$ cat config.mk
export PLATFORM = sky130hd
export DESIGN_NAME = instr_fetch
export DESIGN_NICKNAME = d
export VERILOG_FILES = /design/src/rtl/tinychip_pkg.sv /design/src/rtl/instr_fetch_fifo.sv /design/src/rtl/instr_fetch.sv
export SDC_FILE = /design/constraint.sdc
export NUM_CORES = 1
export LEC_CHECK = 0
export CAP_MARGIN = 25
export CORE_AREA = 2 2 124 66
export DETAILED_ROUTE_END_ITERATION = 8
export DIE_AREA = 0 0 126 68
export GPL_TIMING_DRIVEN = 0
export PLACE_DENSITY_LB_ADDON = 0.25
export SLEW_MARGIN = 30
export SYNTH_ARGS = -nofsm -noshare
export SYNTH_HDL_FRONTEND = slang
export SYNTH_SLANG_ARGS = --single-unit
export TNS_END_PERCENT = 100
$ cat constraint.sdc
create_clock -name clk -period 3.7 [get_ports clk]
set_input_delay 0.37 -clock clk [delete_from_list [all_inputs] [get_ports clk]]
set_output_delay 0.37 -clock clk [all_outputs]
set_load 0.05 [all_outputs]
$ cat src/rtl/tinychip_pkg.sv
// Shared types for the tinychip fetch path: address/instruction widths,
// fetch FSM state encoding and the buffered fetch entry (pc + instruction).
// Imported by instr_fetch and fetch_fifo.
package tinychip_pkg;

  localparam int ADDR_W  = 8;
  localparam int INSTR_W = 9;

  typedef logic [ADDR_W-1:0]  addr_t;
  typedef logic [INSTR_W-1:0] instr_t;

  typedef enum logic [1:0] {
    IDLE  = 2'd0,
    RUN   = 2'd1,
    DRAIN = 2'd2,
    HALT  = 2'd3
  } fetch_state_e;

  typedef struct packed {
    addr_t  pc;
    instr_t instr;
  } fetch_entry_t;

endpackage

$ cat src/rtl/instr_fetch_fifo.sv
// fetch_fifo: small circular buffer of fetch entries with push/pop/flush.
// Latency: push visible at the head one cycle later (no bypass).
// Backpressure: push is dropped when full unless a pop happens in the same
// cycle; flush empties the buffer and overrides push/pop.
// Ports: clk, reset (async, active low), push/push_dat, pop, flush,
//        head_dat (entry at read pointer), count, full, empty.
module fetch_fifo
  import tinychip_pkg::*;
#(
  parameter int DEPTH = 2,
  localparam int CNT_W = $clog2(DEPTH) + 1
) (
  input  logic               clk,
  input  logic               reset,
  input  logic               push,
  input  fetch_entry_t       push_dat,
  input  logic               pop,
  input  logic               flush,
  output fetch_entry_t       head_dat,
  output logic [CNT_W-1:0]   count,
  output logic               full,
  output logic               empty
);

  localparam int PTR_W = (DEPTH > 1) ? $clog2(DEPTH) : 1;

  fetch_entry_t     mem [DEPTH];
  logic [PTR_W-1:0] rd_ptr;
  logic [PTR_W-1:0] wr_ptr;
  logic             do_push;
  logic             do_pop;

  assign full     = (count == CNT_W'(DEPTH));
  assign empty    = (count == '0);
  assign do_pop   = pop && !empty;
  // A full buffer still accepts when the head leaves in the same cycle.
  assign do_push  = push && (!full || do_pop);
  assign head_dat = mem[rd_ptr];

  // DEPTH is a power of two, so the pointers wrap naturally.
  always_ff @(posedge clk or negedge reset) begin
    if (!reset) begin
      rd_ptr <= '0;
      wr_ptr <= '0;
      count  <= '0;
      for (int i = 0; i < DEPTH; i++) begin
        mem[i] <= '0;
      end
    end else if (flush) begin
      rd_ptr <= '0;
      wr_ptr <= '0;
      count  <= '0;
    end else begin
      if (do_push) begin
        mem[wr_ptr] <= push_dat;
        wr_ptr      <= wr_ptr + 1'b1;
      end
      if (do_pop) begin
        rd_ptr <= rd_ptr + 1'b1;
      end
      case ({do_push, do_pop})
        2'b10:   count <= count + 1'b1;
        2'b01:   count <= count - 1'b1;
        default: count <= count;
      endcase
    end
  end

endmodule

$ cat src/rtl/instr_fetch.sv
// instr_fetch: drives the PC to instruction memory, qualifies each fetched
// word against the memory's registered end-of-program flag one cycle later,
// buffers good words and hands them to the decoder over valid/ready.
// Latency: fetch to instr_valid is 2 cycles; one fetch per cycle when the
// decoder keeps up. Backpressure: with the buffer full and instr_ready low,
// pc, imem_addr and the staged word hold.
// Ports: clk, reset (async, active low), start, imem_addr/imem_instr/
//        imem_done (memory side), branch_valid/branch_target (redirect),
//        instr_out/instr_pc/instr_valid/instr_ready (decoder), halted.
// Build option IFETCH_WRAP_HALT_EN: the fetch at the top address is the last
// one and the block drains instead of wrapping the pc to 0.
module instr_fetch
  import tinychip_pkg::*;
#(
  parameter int BUF_DEPTH = 2
) (
  input  logic               clk,
  input  logic               reset,
  input  logic               start,
  output logic [ADDR_W-1:0]  imem_addr,
  input  logic [INSTR_W-1:0] imem_instr,
  input  logic               imem_done,
  input  logic               branch_valid,
  input  logic [ADDR_W-1:0]  branch_target,
  output logic [INSTR_W-1:0] instr_out,
  output logic [ADDR_W-1:0]  instr_pc,
  output logic               instr_valid,
  input  logic               instr_ready,
  output logic               halted
);

  localparam int CNT_W = $clog2(BUF_DEPTH) + 1;

  fetch_state_e     state;
  addr_t            pc;
  fetch_entry_t     stage;
  logic             stage_valid;
  // Stage already passed its imem_done check but is waiting for buffer room;
  // imem_done then describes the held pc, not the staged word.
  logic             stage_qual;
  // Wrap-halt build: the top address has been fetched, no further issue.
  logic             fetch_end;

  logic             active;
  logic             take_branch;
  logic             take_start;
  logic             stage_ok;
  logic             stage_discard;
  logic             issue;
  logic             last_issue;

  logic             fifo_push;
  logic             fifo_pop;
  logic             fifo_flush;
  logic             fifo_full;
  logic             fifo_empty;
  logic [CNT_W-1:0] fifo_count;
  fetch_entry_t     fifo_head;

  assign active      = (state == RUN) || (state == DRAIN);
  assign take_branch = active && branch_valid;
  assign take_start  = ((state == IDLE) || (state == HALT)) && start;

  assign fifo_pop      = instr_valid && instr_ready;
  assign stage_ok      = stage_valid && (stage_qual || !imem_done);
  assign stage_discard = stage_valid && !stage_qual && imem_done;
  // Branch wins over any push in the same cycle.
  assign fifo_push     = stage_ok && (!fifo_full || fifo_pop) && !take_branch;
  assign fifo_flush    = take_branch || take_start;

  // Issue only when the stage will be free at the end of this cycle.
  assign issue = (state == RUN) && !take_branch && !fetch_end &&
                 !stage_discard && (!stage_valid || fifo_push);

`ifdef IFETCH_WRAP_HALT_EN
  assign last_issue = issue && (&pc);
`else
  assign last_issue = 1'b0;
`endif

  always_ff @(posedge clk or negedge reset) begin
    if (!reset) begin
      state       <= IDLE;
      pc          <= '0;
      stage       <= '0;
      stage_valid <= 1'b0;
      stage_qual  <= 1'b0;
      fetch_end   <= 1'b0;
      halted      <= 1'b0;
    end else begin
      case (state)
        IDLE, HALT: begin
          if (start) begin
            state       <= RUN;
            pc          <= '0;
            stage_valid <= 1'b0;
            stage_qual  <= 1'b0;
            fetch_end   <= 1'b0;
            halted      <= 1'b0;
          end
        end
        RUN, DRAIN: begin
          if (branch_valid) begin
            state       <= RUN;
            pc          <= branch_target;
            stage_valid <= 1'b0;
            stage_qual  <= 1'b0;
            fetch_end   <= 1'b0;
          end else begin
            if (issue) begin
              stage.pc    <= pc;
              stage.instr <= imem_instr;
              stage_valid <= 1'b1;
              stage_qual  <= 1'b0;
              if (last_issue) begin
                fetch_end <= 1'b1;
              end else begin
                pc <= pc + 1'b1;
              end
            end else if (stage_valid) begin
              if (stage_discard || fifo_push) begin
                stage_valid <= 1'b0;
              end else begin
                stage_qual <= 1'b1;
              end
            end

            if (state == RUN) begin
              if (stage_discard || (fetch_end && fifo_push)) begin
                state <= DRAIN;
              end
            end else if ((fifo_count == '0) && !stage_valid) begin
              state  <= HALT;
              halted <= 1'b1;
            end
          end
        end
        default: begin
          state <= IDLE;
        end
      endcase
    end
  end

  assign imem_addr = pc;

  fetch_fifo #(
    .DEPTH (BUF_DEPTH)
  ) u_fifo (
    .clk      (clk),
    .reset    (reset),
    .push     (fifo_push),
    .push_dat (stage),
    .pop      (fifo_pop),
    .flush    (fifo_flush),
    .head_dat (fifo_head),
    .count    (fifo_count),
    .full     (fifo_full),
    .empty    (fifo_empty)
  );

  assign instr_valid = !fifo_empty;
  assign instr_out   = fifo_head.instr;
  assign instr_pc    = fifo_head.pc;

endmodule
==> summary.txt <==
Synth
  • Synth Warn #: 0
  • Post-synthesis async set-or-reset flop share: 100.0%
  • Area share of fa/ha/maj cells after synthesis: 1.534%
  • Synth Instances: between 200 and 250
  • Ys flop type: dfrtp_1
  • Mux cell area share after synthesis: between 20% and 30%
  • Library cells used by synthesis: 51
  • Mapped cell area: 3262 um^2
  • Post-Syn Nets: approximately 270
  • Synth Area in Compound Gates: approximately 8.9%
  • Largest family of logic cells by synthesized area: multiplexers
  • Synthesized flop and latch total: 68
  • XOR/XNOR Fraction of Synth Area: 0.8055%
  • Sequential share of the synthesized area: 52.17%
  • Synth Area in Simple Gates: about 8%
  • Syn_area_per_cell: 13.37 um^2
  • Post-synth EDFFs: 0

Drt
  • Final wirelength: approximately 7000 um
  • WL/cell: roughly 17 um
  • Drt first-iter violations: ~230
  • ANT nets after route: 0
  • Vias per std cell: 5.381
  • Residual DRC: 0
  • Vias: 2190
  • First-pass DRT Iterations: 4

STA
  • RSZ-0062 raised after global routing: no
  • # setup viols final: 0
  • Worst slew pin tran: around 680 ps
  • Fin. Hold Viols: 0
  • Tmin final: 3196 ps
  • Setup ws final: just over 500 ps
  • FMAX: about 0.31 GHz
  • Final number of max-transition violations: 0
  • Setup TNS: 0 ps
  • Clk_skew: approximately 5.4 ps
  • Slew margin rel.: between 50% and 60%
  • Period utilization: about 86%

Clock tree
  • Post-CTS sizing: 0
  • CTS sink count: 68
  • Worst-Skew Late Latency: roughly 330 ps
  • CTS tree: built
  • Setup Buffers After CTS: 0
  • CTS buffer count: 9
  • Cts hold-fix bufs: 1
  • Clk buf depth: 2
  • Clk root buf: clkbuf_16
  • H-tree Lvls: 3
  • Clk slew on worst S/H paths: 50 ps

Critical path
  • Worst-path cell chain: clkbuf_1, buf_1, mux2_2, clkdlybuf4s50_1
  • Startpoint types: flip-flop
  • CP Data Arrival Time: 2830 ps
  • Setup crit end: instr_pc[0]
  • Slowest CP cell: clkdlybuf4s50_1
  • Worst R2R End: u_fifo.mem[5]
  • Crit-path max cell delay: 700 ps
  • Cell depth of the worst flop-to-flop path: 8
  • WS Path Type: flip-flop to primary output
  • R2r setup slk: around 1100 ps
  • RR Startpoint: state[0]
  • CP required: between 3000 and 4000 ps
  • Launch point of the worst path: u_fifo.rd_ptr
  • Critical Path Sink Type: primary output
  • Crit Path Max Fanout: 10

Placement
  • # port buffers: between 40 and 50
  • Worst slack, placed: 825.2 ps
  • Hpwl dp: approximately 4900 um
  • Final RePlAce weighted congestion: around 0.85

Die
  • Starting density of the core: 42.93%
  • Die height: 68 um
  • DIE WIDTH: roughly 130 um
  • Die Area: 8568 um^2
  • IO Count: 50
  • Row cnt: 23
  • Core area: between 7000 and 8000 um^2

Layout
  • Most common cell after layout, fill and taps aside: dfrtp_1
  • # diodes: 0
  • Multi-input gate area: 1465 um^2
  • Most frequent cells in the layout: dfrtp_1, mux2_2, clkdlybuf4s50_1
  • Util after Layout: 54.74%
  • Area delta synth->final: 27.50%
  • Layout Nets: ~330
  • Register area: ~1700 um^2
  • FILL cells: about 650
  • Layout cells sized above 1: about a third

Job
  • Max-cap viol count: 0

Power
  • Final Power: 3.898 mW
  • LEAKAGE: roughly 1.8 nW
  • Pwr dens: 937.3 nW/um^2
  • Maximum vdd drop: about 0.52 mV

Worst hold path
  • Hold crit path type: primary input to async pin

Run status
  • Outcome: completed

GRT
  • Vias in the first global route: roughly 2200
  • Pin count of the biggest net entering global routing: just under 50
  • First-pass GRT wire length: 11740 um
  • GRT Total Usage: between 10% and 20%
  • Initial antenna violation count: 0
  • Overflow after GRT: 0
-- per-stage QoR --
stage          cells  instance area (um^2)  hold slack [ps]
3_5_place_dp     394                  3902            280.6
6_report         407                  4159            473.8
5_1_grt          407                  4159            509.2
4_1_cts          407                  4159            481.5
3_3_place_gp     393                  3877            481.3
2_1_floorplan    244                  3262            74.41
-- Yosys cell counts (2+ instances only) --
cell type	number	area share [%]
or3_1	4	0.77
a21o_1	2	0.46
mux2_2	58	20
nand4_1	3	0.58
xnor2_1	2	0.54
clkbuf_1	2	0.23
a31oi_1	2	0.38
nand3_2	2	0.61
o21ai_0	9	1.4
ha_1	4	1.5
a32oi_1	4	1.1
o21a_1	2	0.46
nor2_1	6	0.69
inv_1	8	0.92
a21oi_1	5	0.77
mux2_4	10	4.6
nor3_1	3	0.46
dfrtp_1	68	52
buf_2	3	0.46
nand2_1	5	0.58
or2_2	2	0.38
mux2i_1	3	0.92
nor2b_1	5	0.96
o211ai_1	5	1.2
-- logic make-up (layout without fill, tap and decap cells) --
group	count (synthesis)	in the layout
AO/OA/AOI/OAI	39	39
AND/OR/NAND/NOR	42	42
adder cells (fa/ha/maj)	4	4
multiplexers	71	71
XOR/XNOR	3	3
flip-flops	68	68
buffers and inverters	17	80
-- cell type report --
| class | instances | area share [%] |
|---|---|---|
| timing repair buffer | 51 | 12.64 |
| buffer | 9 | 1.564 |
| multi-input combinational | 159 | 35.23 |
| sequential | 68 | 40.91 |
| clock buffer | 12 | 5.927 |
| tap | 100 | 3.008 |
| inverter | 8 | 0.7220 |
-- critical path: cells and delay by family (launching register included) --
family,cells,cell delay (ps)
buffers and inverters,3,1740
muxes,1,430
DFF,1,330
-- how the worst min path moves through the flow --
stage,startpoint,slack (ps),cells after the start,end
global placement,u_fifo.mem[10],480,1,u_fifo.mem[10]
detailed placement,reset,280,1,u_fifo.mem[21]
finish,reset,470,2,u_fifo.mem[21]
global route,reset,510,2,u_fifo.mem[21]
floorplan,reset,70,0,halted
CTS,reset,480,2,stage[15]
-- registers in the layout (all words and copies together) (netlist names) --
register,count
stage,17
u_fifo.wr_ptr,1
u_fifo.rd_ptr,1
state,2
u_fifo.count,2
imem_addr,8
halted,1
stage_qual,1
stage_valid,1
u_fifo.mem,34
-- report_power, final --
part | internal, mW | switching [mW]
Clock | 0.456 | 0.283
Combinational | 0.811 | 1.08
Sequential | 1.04 | 0.224
-- routing by layer --
layer | GRT usage (%) | wire (um) | vias up
met4 | 6.593 | 94 | 0
met2 | 24.80 | 2781 | 68
met1 | 27.08 | 3609 | 1094
li1 | - | - | 1020
met5 | 0 | 0 | -
met3 | 7.193 | 535 | 8
(Power assumes the default switching activity.)
==> patch (same settings) <==
The parameter `BUF_DEPTH` goes from 2 to 1.
--- a/src/rtl/instr_fetch.sv
+++ b/src/rtl/instr_fetch.sv
@@ -12,7 +12,7 @@
 module instr_fetch
   import tinychip_pkg::*;
 #(
-  parameter int BUF_DEPTH = 2
+  parameter int BUF_DEPTH = 1
 ) (
   input  logic               clk,
   input  logic               reset,
Formal check against the unedited RTL: not equivalent (Yosys sat finds a counterexample within 10 cycles, from zero or initial values and one cycle with reset low).
==> patch against the original RTL <==
- area after synthesis decreased by 30%
- utilization decreased by 15 points
- first-iteration DRC count decreased by 62%
- maximum frequency increased by 33%
- critical path depth increased by 4
- power decreased by 25%
- cell area decreased by 27%
- register-to-register slack improved by 200 ps
- global-route usage decreased by 6.4 points
- wire length decreased by 30%
- setup slack improved by 790 ps
- sequential cell count decreased by 19
- largest cell class unchanged
- highest routed layer unchanged
==> patch: results (changes against the original RTL) <==
The part of the total power dissipated in combinational logic is 51.5% (was 48.5%). The summed instance area of the synthesized netlist was 2272 um^2 (was 3262 um^2). The via-per-instance ratio came out at 4.786 (was 5.381).

The total power of the final layout came to 2.923 mW (was 3.898 mW). The total vias in the final route is 1613 (was 2190). The sequential share of power is 32.9% (was 32.5%). The placed wire-length estimate came out at 3500 um (was 4917 um). The post-synthesis share of cell area spent on xor and xnor gates is 0.3855% (was 0.8055%).

The critical path endpoint was imem_addr[7]$_DFFE_PN0P_ (was instr_pc[0]). The post-placement worst setup slack came out at 1162 ps (was 825.2 ps). The multi-input gate share of the layout cell area is 31.61% (was 35.23%). The final estimated routing congestion in global placement came out at 0.7663 (was 0.8481). The number of filler instances in the final layout is 765 (was 646).

The iteration-0 DRC count of the detailed router came out at 90 (was 234). The distinct cell type count after synthesis was 40 (was 51). The count of multi-input combinational gates came to 117 (was 159). Outcome: completed (unchanged). The arrival time of data at the critical path endpoint is 2580 ps (was 2830 ps).

The via count of the first global-routing pass is 1544 (was 2241). The non-clock inverter count in the final layout came to 6 (was 8). The post-synth net total came to 206 (was 271). The worst flop-to-flop path endpoint was imem_addr[7]$_DFFE_PN0P_ (was u_fifo.mem[5]$_DFFE_PN0P_). The synthesized-area fraction occupied by adder cells was 1.652% (was 1.534%). The source-to-sink clock delay at the later pin of the worst-skew pair was 290 ps (was 330 ps). The sequential cell area was 1226 um^2 (was 1702 um^2). The transition time at the pin with the least slew margin came to 721.3 ps (was 683.2 ps). The maximum level of the CTS H-tree is 2 (was 3). The proportion of cell area spent on the clock network came out at 4.829% (was 5.927%).
==> patch: cell count changes in the layout (fill, tap and decap cells not counted), sizes merged, moves of 3 or more <==
cell    unedited run  this run
o31ai              0         3
o21ai              9        12
mux2              68        34
nand2b             1         4
clkbuf            14         5
or4                0         3
dfrtp             68        49
==> patch: critical path, stage by stage (launching register included) <==
cell and delay (ps):
sky130_fd_sc_hd__dfrtp_1 370, sky130_fd_sc_hd__inv_1 50, sky130_fd_sc_hd__ha_1 310, sky130_fd_sc_hd__or2_1 210, sky130_fd_sc_hd__buf_2 180, sky130_fd_sc_hd__a211oi_2 620, sky130_fd_sc_hd__or2_2 220, sky130_fd_sc_hd__buf_2 210
sky130_fd_sc_hd__o211ai_1 120
==> patch: layer usage <==
layer | up-vias | track usage, % | share of wire [%]
met5 | - | 0 | 0
li1 | 767 | - | -
met2 | 42 | 16.40 | 38
met4 | 0 | 3.709 | 1.2
met1 | 797 | 18.03 | 56
met3 | 7 | 4.144 | 5.1
